<file path="config.mk">
export PLATFORM = sky130hd
export DESIGN_NAME = run_ctrl
export DESIGN_NICKNAME = d
export VERILOG_FILES = /design/src/rtl/run_ctrl_pkg.sv /design/src/rtl/run_ctrl_halt_pc_lut.sv /design/src/rtl/run_ctrl.sv
export SDC_FILE = /design/constraint.sdc
export NUM_CORES = 1
export LEC_CHECK = 0
export ABC_AREA = 1
export CAP_MARGIN = 0
export CELL_PAD_IN_SITES_DETAIL_PLACEMENT = 2
export CELL_PAD_IN_SITES_GLOBAL_PLACEMENT = 2
export CORE_MARGIN = 1
export CORE_UTILIZATION = 30
export CTS_BUF_LIST = sky130_fd_sc_hd__clkbuf_2 sky130_fd_sc_hd__clkbuf_4 sky130_fd_sc_hd__clkbuf_8
export DETAILED_ROUTE_END_ITERATION = 6
export GPL_ROUTABILITY_DRIVEN = 0
export PLACE_DENSITY = 0.82
export SLEW_MARGIN = 40
export SYNTH_ARGS = -nofsm -noshare
export SYNTH_HDL_FRONTEND = slang
export SYNTH_SLANG_ARGS = --single-unit
</file>
<file path="constraint.sdc">
create_clock -name clk -period 1.75 [get_ports clk]
set_clock_uncertainty 0.1 [all_clocks]
set_input_delay 0.35 -clock clk [delete_from_list [all_inputs] [get_ports clk]]
set_output_delay 0.35 -clock clk [all_outputs]
set_load 0.01 [all_outputs]
</file>
<file path="src/rtl/run_ctrl_pkg.sv">
// Shared types and constants for the program-run sequencer.
package run_ctrl_pkg;

    typedef enum logic [2:0] {
        IDLE = 3'd0,
        INIT = 3'd1,
        RUN  = 3'd2,
        DONE = 3'd3,
        ERR  = 3'd4
    } state_t;

    typedef enum logic [1:0] {
        ERR_NONE    = 2'd0,
        ERR_SEL     = 2'd1,
        ERR_TIMEOUT = 2'd2
    } err_code_t;

    localparam int HALT_PC_P1 = 71;
    localparam int HALT_PC_P2 = 90;
    localparam int HALT_PC_P3 = 139;

endpackage

</file>
<file path="src/rtl/run_ctrl_halt_pc_lut.sv">
// Program select to halt-PC lookup; select 3 is rejected upstream, so its value is a don't-care.
module halt_pc_lut
    import run_ctrl_pkg::*;
#(
    parameter int PC_W = 12
) (
    input  logic [1:0]      prog_sel,
    output logic [PC_W-1:0] halt_pc
);

    always_comb begin
        halt_pc = '0;
        case (prog_sel)
            2'd0:    halt_pc = PC_W'(HALT_PC_P1);
            2'd1:    halt_pc = PC_W'(HALT_PC_P2);
            2'd2:    halt_pc = PC_W'(HALT_PC_P3);
            default: halt_pc = '0;
        endcase
    end

endmodule

</file>
<file path="src/rtl/run_ctrl.sv">
// Run sequencer: holds the core in init, releases it, watches for the halt PC or a timeout,
// and parks the core in init until the host acknowledges.
module run_ctrl
    import run_ctrl_pkg::*;
#(
    parameter int PC_W        = 12,
    parameter int CNT_W       = 16,
    parameter int INIT_CYCLES = 2,
    parameter int TIMEOUT     = 4096
) (
    input  logic             clk,
    input  logic             reset_n,
    input  logic             go,
    input  logic [1:0]       prog_sel,
    input  logic             abort,
    input  logic             ack,
    input  logic [PC_W-1:0]  pc,
    output logic             core_start,
    output logic             busy,
    output logic             done,
    output logic             err,
    output logic [1:0]       err_code,
    output logic [CNT_W-1:0] cycle_count
);

    localparam int IW = (INIT_CYCLES > 1) ? $clog2(INIT_CYCLES) : 1;

    state_t          state, state_nx;
    logic [IW-1:0]   init_cnt;
    logic [PC_W-1:0] halt_pc, lut_pc;
    logic            sel_ok, halt_hit, timeout_hit;

    halt_pc_lut #(.PC_W(PC_W)) u_lut (
        .prog_sel (prog_sel),
        .halt_pc  (lut_pc)
    );

    assign sel_ok      = (prog_sel != 2'd3);
    assign halt_hit    = (pc == halt_pc);
    // Compare against the pre-increment count so the timeout cycle itself is counted.
    assign timeout_hit = (cycle_count == CNT_W'(TIMEOUT - 1));

    always_comb begin
        state_nx = state;
        case (state)
            IDLE: if (go) state_nx = sel_ok ? INIT : ERR;
            INIT: begin
                if (abort)              state_nx = IDLE;
                else if (init_cnt == '0) state_nx = RUN;
            end
            RUN: begin
                if (abort)            state_nx = IDLE;
                else if (halt_hit)    state_nx = DONE;
                else if (timeout_hit) state_nx = ERR;
            end
            DONE, ERR: if (ack) state_nx = IDLE;
            default: state_nx = IDLE;
        endcase
    end

    // Outputs are flopped from the next state so they line up with the state register.
    always_ff @(posedge clk or negedge reset_n) begin
        if (!reset_n) begin
            state       <= IDLE;
            core_start  <= 1'b1;
            busy        <= 1'b0;
            done        <= 1'b0;
            err         <= 1'b0;
            err_code    <= ERR_NONE;
            cycle_count <= '0;
            halt_pc     <= '0;
            init_cnt    <= '0;
        end else begin
            state      <= state_nx;
            core_start <= (state_nx != RUN);
            busy       <= (state_nx == INIT) || (state_nx == RUN);
            done       <= (state_nx == DONE);
            err        <= (state_nx == ERR);
            case (state)
                IDLE: begin
                    if (go && sel_ok) begin
                        halt_pc     <= lut_pc;
                        cycle_count <= '0;
                        err_code    <= ERR_NONE;
                        init_cnt    <= IW'(INIT_CYCLES - 1);
                    end else if (go) begin
                        err_code    <= ERR_SEL;
                    end
                end
                INIT: if (init_cnt != '0) init_cnt <= init_cnt - 1'b1;
                RUN: begin
                    cycle_count <= cycle_count + CNT_W'(1);
                    if (state_nx == ERR) err_code <= ERR_TIMEOUT;
                end
                default: ;
            endcase
        end
    end

endmodule

</file>
After elaboration in Yosys (flattened, before gate mapping)
Index checks and enable logic that the tools add are counted.
- add/subtract/negate cells: 2
- eq/ne operators: 17
- mux-type cells: 19
- reductions and logical operators: 11
- operators with widths (cell ; number):
    one-hot mux 16 bit (2 select lines) ; 1
    2-to-1 mux 3 bit ; 8
    one-hot mux 8 bit (3 select lines) ; 1
    adder 16 x 1 -> 16 bit, second input constant ; 1
    equality test 16 x 12 -> 1 bit, second input constant ; 1
    2-to-1 mux 16 bit ; 1
    equality test 12 bit ; 1
    equality test 3 x 2 -> 1 bit, second input constant ; 4
    one-hot mux 3 bit (4 select lines) ; 1
    equality test 3 x 1 -> 1 bit, second input constant ; 2
    equality test 3 bit, second input constant ; 2
    2-to-1 mux 2 bit ; 3
    inequality test 2 bit, second input constant ; 3
    AND reduction 2 bit ; 3
    one-hot mux 2 bit (2 select lines) ; 1
    nonzero test 2 bit ; 2
    zero test 3 bit ; 1
    inequality test 3 x 2 -> 1 bit, second input constant ; 1
    inequality test 3 bit, second input constant ; 1
    AND reduction 3 bit ; 1
    equality test 2 x 1 -> 1 bit, second input constant ; 1
    equality test 2 bit, second input constant ; 1
    zero test 2 bit ; 1
    2-to-1 mux 1 bit ; 2
    other kinds (5) ; 5
- bits in registers: 38
- bits of input ports: 19
- output and inout port bits: 22
- word-level logic and storage cells: 58

Logic depth before layout (Yosys ltp)
Gate-level depths: netlist of run 1.
- depth after elaboration: 8
- mapped depth: 12
- depth with buffers taken out: 12

Hierarchy
From an unflattened synthesis of run 1, not the netlist that was laid out.
- cells, all modules: 273
- area total of the unflattened synthesis: 2150.8 µm²
- by module, submodules not included (module ; instances ; cells each ; area each (µm²) ; sequential area each (µm²)):
    run_ctrl ; 1 ; 254 ; 2008.2 ; 952.2
    halt_pc_lut ; 1 ; 19 ; 142.6 ; 0.0

Worst setup path after synthesis of run 1
No wires, ideal clock.
- kind: reg2reg
- start: reg cycle_count[0]
- end: reg busy
- setup time: 120 ps
- arrival: 1342 ps
- required time: 1530 ps
- setup slack: 188 ps
- cell stages (with the launch flop): 13
- buffers on the path: 0
- clock period less this slack: 1562 ps
- cell sequence: dfrtp_1 -> ha_1 -> nand2_1 -> inv_2 -> nand2_2 -> nor2_4 -> nand2_2 -> nand2_1 -> o21ai_1 -> nand2_1 -> nand2_2 -> nand2_2 -> nand2_1
- cells in the longest elaborated chain, start to end: 7
- elaborated cells between the ends (all ways): 8
- classes of those cells: eq/ne (3); mux (4); reduce/logical (1)
- RTL lines (item ; RTL line ; source):
    start: declaration ; run_ctrl.sv:23 ; output logic [CNT_W-1:0] cycle_count
    start signal: assignment ; run_ctrl.sv:92 ; cycle_count <= cycle_count + CNT_W'(1);
    equality test 16 x 12 -> 1 bit * ; run_ctrl.sv:41 ; assign timeout_hit = (cycle_count == CNT_W'(TIMEOUT - 1));
    2-to-1 mux 3 bit * ; run_ctrl.sv:54 ; else if (timeout_hit) state_nx = ERR;
    2-to-1 mux 3 bit * ; run_ctrl.sv:53 ; else if (halt_hit) state_nx = DONE;
    2-to-1 mux 3 bit * ; run_ctrl.sv:52 ; if (abort) state_nx = IDLE;
    one-hot mux 3 bit (4 select lines) * ; run_ctrl.sv:45 ; case (state)
    net state_nx[1] ; run_ctrl.sv:28 ; state_t state, state_nx;
    equality test 3 x 1 -> 1 bit or equality test 3 x 2 -> 1 bit (tied branches) ; run_ctrl.sv:76 ; busy <= (state_nx == INIT) || (state_nx == RUN);
    logical OR 1 bit * ; run_ctrl.sv:76 ;
    end signal: assignment ; run_ctrl.sv:76 ;
    end: declaration ; run_ctrl.sv:19 ; output logic busy,
The timed path passes the listed nets; every way through them passes the cells marked *.
A chain may end at the register's enable or synchronous reset.

Worst setup path after layout of run 1
- start: in pc[0]
- end: reg err
- cells in the longest elaborated chain, start to end: 5
- RTL lines (item ; RTL line ; source):
    start: declaration ; run_ctrl.sv:17 ; input logic [PC_W-1:0] pc,
    equality test 12 bit ; run_ctrl.sv:39 ; assign halt_hit = (pc == halt_pc);
    2-to-1 mux 3 bit ; run_ctrl.sv:53 ;
    2-to-1 mux 3 bit ; run_ctrl.sv:52 ;
    one-hot mux 3 bit (4 select lines) ; run_ctrl.sv:45 ;
    equality test 3 bit ; run_ctrl.sv:78 ; err <= (state_nx == ERR);
    end signal: assignment ; run_ctrl.sv:78 ;
    end: declaration ; run_ctrl.sv:21 ; output logic err,
No other way between the ends.

==> out/results.tsv, run 1 <==
stage	metric	value	unit
global_routing	grt_max_degree	19	
clocking	cts_tree	done	
clocking	cts.sinks	33	
place	port_buffers	40	
clocking	clkLatencyLatePin	0.29	ns
floorplan	die_w	81.23	µm
timing	tns	0	ns
worst_setup_path	regToRegSetupSlack	0.11	ns
timing	finalMaxSlewViolations	0	
worst_setup_path	critPathRequiredTime	1.81	ns
yosys	synth_area	1883	µm²
worst_setup_path	end_kind	register	
power_and_ir_drop	switchingPower	933.0	µW
floorplan	start_util	31.43	%
timing	finalSetupViolCount	0	
global_routing	gr-total-overflow	0	
floorplan	ios	41	
routing	drc_errors	0	
yosys	synth_commonest_cells	nand2_1 (48), dfrtp_1 (32), inv_1 (31)	
floorplan	core_area	5991	µm²
routing	wl_per_cell	15.77	µm
layout	drive_gt1_share	22.82	%
floorplan	die_h	81.23	µm
power_and_ir_drop	ir_drop	499.9	µV
job	max_cap_viol_count	0	
run_status	run_status	completed	
power_and_ir_drop	p_comb_share	36.4	%
timing	worstMarginPinSlew	0.3734	ns
global_routing	antenna_found_initial	0	
power_and_ir_drop	p_clk_share	23.2	%
routing	antenna_left	0	
clocking	h-tree-depth	2	
routing	wirelength	5882	µm
layout	nets	324	
routing	met2_length	3236	µm
yosys	ys_ff_latch	33	
yosys	synthArstFlopShare	100.0	%
timing	min_period	1.739	ns
layout	area_delta_synth_final	40.40	%
worst_setup_path	cp_max_fo	4	
yosys	synth_fp_nets	262	
global_routing	grt_pass1_wl	9473	µm
clocking	cts-root-buf	clkbuf_8	
worst_setup_path	critPathLaunchType	primary input	
timing	max_slew_margin	75.01	%
routing	drt_first_pass_iters	4	
power_and_ir_drop	internal_power	1595	µW
power_and_ir_drop	p_seq_share	40.3	%
global_routing	grt_pass1_vias	1942	
worst_setup_path	path_buf_inv	1	
yosys	ys_seq_area_share	43.92	%
routing	drt_iter0_drc	48	
yosys	synth.most_common_cell	nand2_1	
worst_setup_path	critPathKind	primary input to register	
worst_setup_path	r2r_start	cycle_count[0]	
floorplan	rows	28	
worst_setup_path	worst-r2r-cell-count	12	
yosys	netlist.top_cell.by_area	dfrtp_1	
timing	post-route-period-util	99.38	%
worst_hold_path	holdCritPathClass	primary input to asynchronous set/reset pin	
layout	final_area	2644	µm²
clocking	cts.path.max_buffers	2	
yosys	yosys_warnings	0	
worst_setup_path	crit_chain	clkdlybuf4s50_1 -> xnor2_1 -> nand3_1 -> nor2_2 -> nor2_1 -> nand2_1 -> o21ai_0	
clocking	numCtsBuffers	5	
yosys	syn_area_per_cell	8.013	µm²
routing	wl_met3	134	µm
yosys	synth.distinct_cells	30	
place	postPlaceCellArea	2477	µm²
routing	vias_per_cell	4.874	
power_and_ir_drop	p_leak	0.001298	µW
yosys	synth-edff-count	0	
worst_setup_path	arrival	1.80	ns
layout	diodes	0	
routing	top_layer	met4	
yosys	post_synth_inst_count	235	
place	dp_hpwl	4312	µm
floorplan	die_area	6598	µm²
routing	met1_length	2450	µm
yosys	synth_top_area_share	42.52	%
worst_setup_path	crit_slowest_cell	clkdlybuf4s50_1	
routing	routed-via-count	1818	
global_routing	track_usage	19.25	%
worst_setup_path	r2r_end	done	
timing	hold_violations	0	
power_and_ir_drop	power.density	956.1	nW/µm²
clocking	path_clk_slew	0.07	ns
yosys	synth_flop_cell	dfrtp_1	
timing	fmax	0.5750	GHz
worst_setup_path	cpLargestDelayFamily	simple AND/OR/NAND/NOR gates	
worst_setup_path	worst_path_largest_cell_delay	0.51	ns
power_and_ir_drop	switching_share	36.91	%
yosys	yosys-top-cells-area	dfrtp_1 (43%), nand2_1 (9.6%), inv_1 (6.2%), ha_1 (5.3%), nor2_1 (4.6%)	
-- routing by layer --
metal / vias to the layer above / GRT usage [%]
li1: 868 / -
met4: 0 / 3.750
met5: - / 0
met2: 33 / 37.14
met3: 8 / 3.371
met1: 909 / 21.90
-- how the worst max path moves through the flow --
stage	from	end	slack, ns	cells after the start
after floorplan	cycle_count[0]	busy	0.19	12
after global placement	prog_sel[0]	busy	-0.12	8
after detailed placement	pc[1]	done	-0.24	11
after CTS	cycle_count[5]	cycle_count[5]	0.006	1
after global routing	pc[0]	state[2]	-0.06	7
final	pc[0]	err	0.01	7
-- timing repair --
action | in CTS | in global routing
hold buffers | 0 | 0
setup endpoints to repair | 12 | 18
pin swaps | 0 | 2
gates resized for setup | 11 | 12
setup buffers | 1 | 3
-- stage by stage --
stage,hold slack [ns],worst slack (ns),std cells,power [µW],utilization (%)
2_1_floorplan,-0.04559,0.1882,235,1497,-
3_3_place_gp,0.3752,-0.1162,361,1852,41.35
3_5_place_dp,0.3905,-0.2437,361,1900,41.35
4_1_cts,0.3354,0.005829,370,2528,43.02
5_1_grt,0.3452,-0.05745,373,2685,44.13
6_report,0.3238,0.01084,373,2528,44.13
-- cell type report --
type / count / area [µm²]
well taps: 75 / 93.84
multi-input cells: 160 / 924.6
flip-flops and latches: 33 / 838.3
fillers: 694 / 3347
inverters: 39 / 146.4
clock buffers: 6 / 76.32
repair buffers: 58 / 554.3
clock inverters: 2 / 10.01
-- sequential cells by signal (all words and copies together), names as in the netlist --
register     cells
busy             1
core_start       1
cycle_count     16
done             1
err              1
err_code         2
halt_pc          7
init_cnt         1
state            3
-- power groups by stage --
stage	clock network, µW	registers, µW	logic [µW]
after floorplan	0	1030	466
after global placement	0	1020	831
after detailed placement	0	1030	872
after CTS	611	1020	894
after global routing	632	1040	1020
final	587	1020	921
-- cells in the final DEF (no fill, tap or decap), types with 8 or more instances in the layout --
cell,instances
buf_4,17
dfrtp_1,23
o21ai_0,12
nand2_1,48
inv_2,8
o21ai_1,9
nand3_1,14
clkdlybuf4s50_1,33
nor2_1,20
ha_1,8
inv_1,31
dfrtp_2,9
-- cell families (layout without fill, tap and decap cells) --
| logic type | Yosys count | count (layout) | synth area share [%] |
|---|---|---|---|
| AOI/OAI and AO/OA | 36 | 36 | 11.23 |
| xor gates and xnor gates | 3 | 3 | 1.396 |
| adders and majority gates | 8 | 8 | 5.316 |
| buffers and inverters | 42 | 105 | 8.704 |
| DFF | 33 | 33 | 43.92 |
| and+or+nand+nor | 113 | 113 | 29.43 |
(Power assumes the default switching activity.)
==> inputs of run 2 (changes only) <==
Settings changed: ABC_AREA 1 to default, CORE_UTILIZATION 30 to 31, PLACE_DENSITY 0.82 to 0.8.
==> run 2 against run 1 <==
- the run now ends with negative setup slack left
- die area is 8.3% lower
- register-to-register slack worse by 0.34 ns
- non-clock buffer count is 48 higher
- via count is 10% higher
- clock-buffer cell count is 1 higher
- area after synthesis is 5.5% lower
- hold slack worse by 0.14 ns
- critical path type is now register to register
==> out/results.tsv, run 2 <==
stage	metric	value	unit
run_status	run_status	complete, but fails checks	
run_status	failed_checks	negative setup slack	
layout	diodes	0	
global_routing	grt_pass1_wl	11220	µm
timing	worstMarginPinSlew	0.3417	ns
global_routing	antenna_found_initial	0	
worst_setup_path	arrival	2.08	ns
routing	antenna_left	0	
yosys	ys_seq_area_share	46.48	%
place	dp_hpwl	4660	µm
global_routing	gr-total-overflow	0	
yosys	synth_fp_nets	210	
routing	wl_per_cell	25.84	µm
clocking	h-tree-depth	2	
yosys	synth.most_common_cell	nand2_1	
clocking	cts_tree	done	
clocking	cts-root-buf	clkbuf_8	
yosys	synth_top_area_share	45.01	%
worst_hold_path	holdCritPathClass	primary input to asynchronous set/reset pin	
yosys	synthArstFlopShare	100.0	%
yosys	yosys-top-cells-area	dfrtp_1 (45%), nand2_1 (7.0%), ha_1 (5.6%), o21ai_0 (5.1%), xor2_1 (3.9%)	
global_routing	track_usage	24.74	%
timing	finalSetupViolCount	28	
floorplan	start_util	32.31	%
yosys	synth_flop_cell	dfrtp_1	
yosys	ys_ff_latch	33	
yosys	synth.distinct_cells	43	
worst_setup_path	critPathKind	register to register	
timing	hold_violations	0	
layout	final_area	3122	µm²
routing	drc_errors	0	
timing	min_period	1.981	ns
clocking	path_clk_slew	0.07	ns
yosys	post_synth_inst_count	183	
yosys	synth_commonest_cells	nand2_1 (33), dfrtp_1 (32), o21ai_0 (18)	
worst_setup_path	r2r_start	cycle_count[12]	
routing	vias_per_cell	5.492	
floorplan	die_h	77.76	µm
layout	reg_top3	cycle_count (16), halt_pc (7), state (3)	
floorplan	ios	41	
floorplan	die_area	6047	µm²
timing	max_slew_margin	77.13	%
layout	layout_commonest_cell	buf_4	
place	port_buffers	40	
global_routing	grt_pass1_vias	2068	
global_routing	grt_max_degree	20	
clocking	clkLatencyLatePin	0.29	ns
worst_setup_path	end_kind	register	
power_and_ir_drop	power	3507	µW
yosys	netlist.top_cell.by_area	dfrtp_1	
timing	rsz0062_at_grt	true	
layout	multiInputGateArea	1134	µm²
routing	drt_first_pass_iters	4	
layout	area_delta_synth_final	75.46	%
layout	largest_reg_flops	16	
clocking	cts.path.max_buffers	2	
routing	drt_iter0_drc	68	
worst_setup_path	crit_start	cycle_count[12]	
job	max_cap_viol_count	0	
layout	nets	318	
worst_setup_path	critPathRequiredTime	1.85	ns
worst_setup_path	cp_max_fo	3	
timing	setup_ws	-0.2305	ns
layout	drive_gt1_share	42.81	%
clocking	numCtsBuffers	5	
place	pre_cts_ws	-0.6246	ns
timing	post-route-period-util	113.2	%
power_and_ir_drop	p_leak	0.001550	µW
clocking	cts.sinks	33	
layout	top_register	cycle_count	
layout	final_util	56.69	%
yosys	yosys_warnings	0	
yosys	synth-edff-count	0	
routing	wirelength	9407	µm
timing	finalMaxSlewViolations	0	
layout	fillCellCount	555	
layout	layout_common_cells	buf_4 (59), dfrtp_1 (28), nand2_1 (23), clkdlybuf4s50_1 (20), dlygate4sd2_1 (13)	
floorplan	die_w	77.76	µm
layout	seq_area	832.0	µm²
floorplan	core_area	5507	µm²
power_and_ir_drop	power.density	1123	nW/µm²
place	postPlaceCellArea	2566	µm²
worst_setup_path	critPathLaunchType	register	
yosys	synth_area	1779	µm²
floorplan	rows	27	
yosys	syn_area_per_cell	9.722	µm²
timing	fmax	0.5049	GHz
routing	routed-via-count	1999	
power_and_ir_drop	ir_drop	557.0	µV
## run 2: logic make-up after synthesis
group                      count (synthesis)  synth area share, %
AOI/OAI and AO/OA                         37                13.43
xor gates and xnor gates                   8                3.938
adders and majority gates                  8                5.626
buffers and inverters                      8                1.828
DFF                                       33                46.48
muxes                                      5                2.813
and+or+nand+nor                           84                25.88
## run 2: worst paths after layout
kind / slack, ns / cells past startpoint / end
setup / recovery: -0.23 / 4 / state[2]
hold / removal: 0.18 / 1 / err
setup reg to reg: -0.23 / 4 / state[2]
hold reg to reg: 0.44 / 2 / halt_pc[7]
max in group asynchronous: 0.81 / 2 / state[1]
min in group clk: 0.44 / 2 / halt_pc[7]
## run 2: what timing repair did
item	4_1_cts	5_1_grt
buffers inserted	6	17
cloned	0	2
pin swaps	9	27
setup endpoints to repair	45	35
hold buffers	0	0
gates resized for setup	29	66
## run 2: critical path, stage by stage, from the launching register on
cell	delay [ns]
dfrtp_1	0.40
or4_4	0.55
or4_4	0.52
buf_4	0.17
o21ai_1	0.16
## run 2: through the flow
stage | std cells | TNS (ns) | hold slack, ns
floorplan | 183 | -0.3547 | -0.04559
global placement | 331 | -9.782 | 0.3766
detailed placement | 331 | -12.61 | 0.3800
CTS | 345 | -2.511 | 0.1832
global route | 364 | -3.594 | 0.1917
finish | 364 | -2.517 | 0.1826
## run 2: layout make-up
class                      count  share of cell area [%]
inverter                       3                  0.3607
clock inverter                 1                  0.1603
sequential                    33                   26.65
clock buffer                   7                   3.086
tap                           72                   2.886
timing repair buffer         106                   30.54
multi-input combinational    142                   36.31
## run 2: routing by layer
metal	global-route usage (%)	vias up	wire (µm)	share of wire [%]
met4	6.604	0	259	2.8
li1	-	874	-	-
met1	30.38	1047	4032	43
met2	44.34	56	4844	51
met5	0	-	0	0
met3	4.118	22	270	2.9
## run 2: power breakdown
part / switching (µW) / total (µW) / internal (µW)
clock: 305 / 661 / 356
combinational: 846 / 1680 / 837
sequential: 215 / 1160 / 948
==> inputs of run 3 (changes only) <==
Settings changed: CORE_ASPECT_RATIO from default to 1.75.
==> run 3 against run 2 <==
- the run still ends with negative setup slack left
- sequential power shrank 3%
- non-clock buffer count shrank 9
- fmax grew 1.8%
- critical path type unchanged
- largest cell class unchanged
==> out/results.tsv, run 3 (synthesis results as in run 2) <==
stage	metric	value	unit
layout	nets	309	
floorplan	die_area	6059	µm²
global_routing	grt_pass1_vias	2093	
worst_setup_path	r2r_end	err_code[0]	
worst_setup_path	regToRegSetupSlack	-0.20	ns
layout	reg_top3	cycle_count (16), halt_pc (7), state (3)	
clocking	cts.sinks	33	
place	dp_hpwl	4861	µm
layout	layout_common_cells	buf_4 (47), dfrtp_1 (28), nand2_1 (23), clkdlybuf4s50_1 (19), dlygate4sd2_1 (16)	
routing	drt_first_pass_iters	4	
clocking	path_clk_slew	0.08	ns
timing	finalMaxSlewViolations	0	
routing	drc_errors	0	
timing	tns	-2.929	ns
worst_setup_path	arrival	2.03	ns
timing	setup_ws	-0.1964	ns
floorplan	die_h	102.2	µm
floorplan	die_w	59.27	µm
routing	routed-via-count	1935	
layout	fillCellCount	566	
clocking	cts_tree	done	
layout	top_register	cycle_count	
global_routing	grt_pass1_wl	10860	µm
layout	layout_commonest_cell	buf_4	
layout	final_util	55.08	%
global_routing	gr-total-overflow	0	
place	port_buffers	40	
power_and_ir_drop	power.density	1106	nW/µm²
timing	finalSetupViolCount	29	
clocking	hold_buffers	0	
floorplan	core_area	5540	µm²
timing	fmax	0.5138	GHz
worst_setup_path	critPathLaunchType	register	
run_status	run_status	complete, but fails checks	
power_and_ir_drop	p_leak	0.001521	µW
worst_setup_path	end_kind	register	
timing	hold_violations	0	
clocking	cts.path.max_buffers	2	
place	postPlaceCellArea	2569	µm²
global_routing	antenna_found_initial	0	
job	max_cap_viol_count	0	
place	pre_cts_ws	-0.5692	ns
routing	vias_per_cell	5.390	
worst_setup_path	critPathKind	register to register	
routing	drt_iter0_drc	40	
clocking	clkLatencyLatePin	0.30	ns
routing	antenna_left	0	
layout	largest_reg_flops	16	
timing	post-route-period-util	111.2	%
floorplan	ios	41	
timing	worstMarginPinSlew	0.4127	ns
layout	drive_gt1_share	40.99	%
worst_setup_path	r2r_start	cycle_count[13]	
layout	final_area	3052	µm²
global_routing	track_usage	25.10	%
floorplan	start_util	32.11	%
layout	diodes	0	
worst_hold_path	holdCritPathClass	primary input to asynchronous set/reset pin	
routing	wl_per_cell	24.83	µm
worst_setup_path	cp_max_fo	2	
clocking	h-tree-depth	2	
power_and_ir_drop	ir_drop	870.5	µV
layout	area_delta_synth_final	71.52	%
routing	wirelength	8913	µm
clocking	numCtsBuffers	5	
timing	rsz0062_at_grt	true	
timing	min_period	1.946	ns
floorplan	rows	36	
worst_setup_path	critPathRequiredTime	1.84	ns
worst_setup_path	worst-r2r-cell-count	3	
timing	max_slew_margin	72.41	%
run_status	failed_checks	negative setup slack	
clocking	cts-root-buf	clkbuf_8	
global_routing	grt_max_degree	34	
timing	whs	0.3183	ns
-- run 3: worst max path at each step --
stage                               start               to  slack, ns  cells after the start
after floorplan           cycle_count[15]      err_code[0]      -0.15                      3
after global placement              pc[9]      err_code[0]      -0.52                      5
after detailed placement            pc[9]      err_code[0]      -0.57                      5
after CTS                 cycle_count[15]             busy      -0.19                      4
after global routing             state[2]  cycle_count[13]      -0.28                      6
final                     cycle_count[13]      err_code[0]      -0.20                      3
-- run 3: critical path, cell delays in order (launching register included) --
cell	delay (ns)
dfrtp_1	0.41
or4_4	0.54
or4_4	0.52
o221a_1	0.26
-- run 3: power by group --
group          internal, µW  switching [µW]  leakage [µW]
logic                   740             828       0.00103
clock network           356             328     0.0000542
registers               948             175      0.000433
total                  2040            1330       0.00152
-- run 3: repair_timing --
| item | in CTS | in global routing |
|---|---|---|
| endpoints found under the hold margin | 0 | 0 |
| endpoints found under the setup margin | 47 | 33 |
| pin swaps | 5 | 28 |
| gates resized for setup | 47 | 50 |
| buffers inserted | 6 | 12 |
-- run 3: cell type report --
class                           count  area [µm²]  area share (%)
Timing Repair Buffer               97       879.6           28.82
Clock buffer                        7       96.34           3.157
Sequential cell                    33       832.0           27.27
Multi-Input combinational cell    142        1132           37.11
Clock inverter                      1       5.005          0.1640
Inverter                            3       11.26          0.3690
Tap cell                           76       95.09           3.116
-- run 3: per-stage QoR --
step	total power, µW	cells
2_1_floorplan	1576	183
3_3_place_gp	2094	333
3_5_place_dp	2196	333
4_1_cts	2995	347
5_1_grt	3524	359
6_report	3376	359
-- run 3: layer usage --
layer | routed length [µm] | GRT usage, %
met5 | 0 | 0
met3 | 280 | 4.051
met2 | 5099 | 50.99
met1 | 3153 | 23.00
met4 | 379 | 10.62
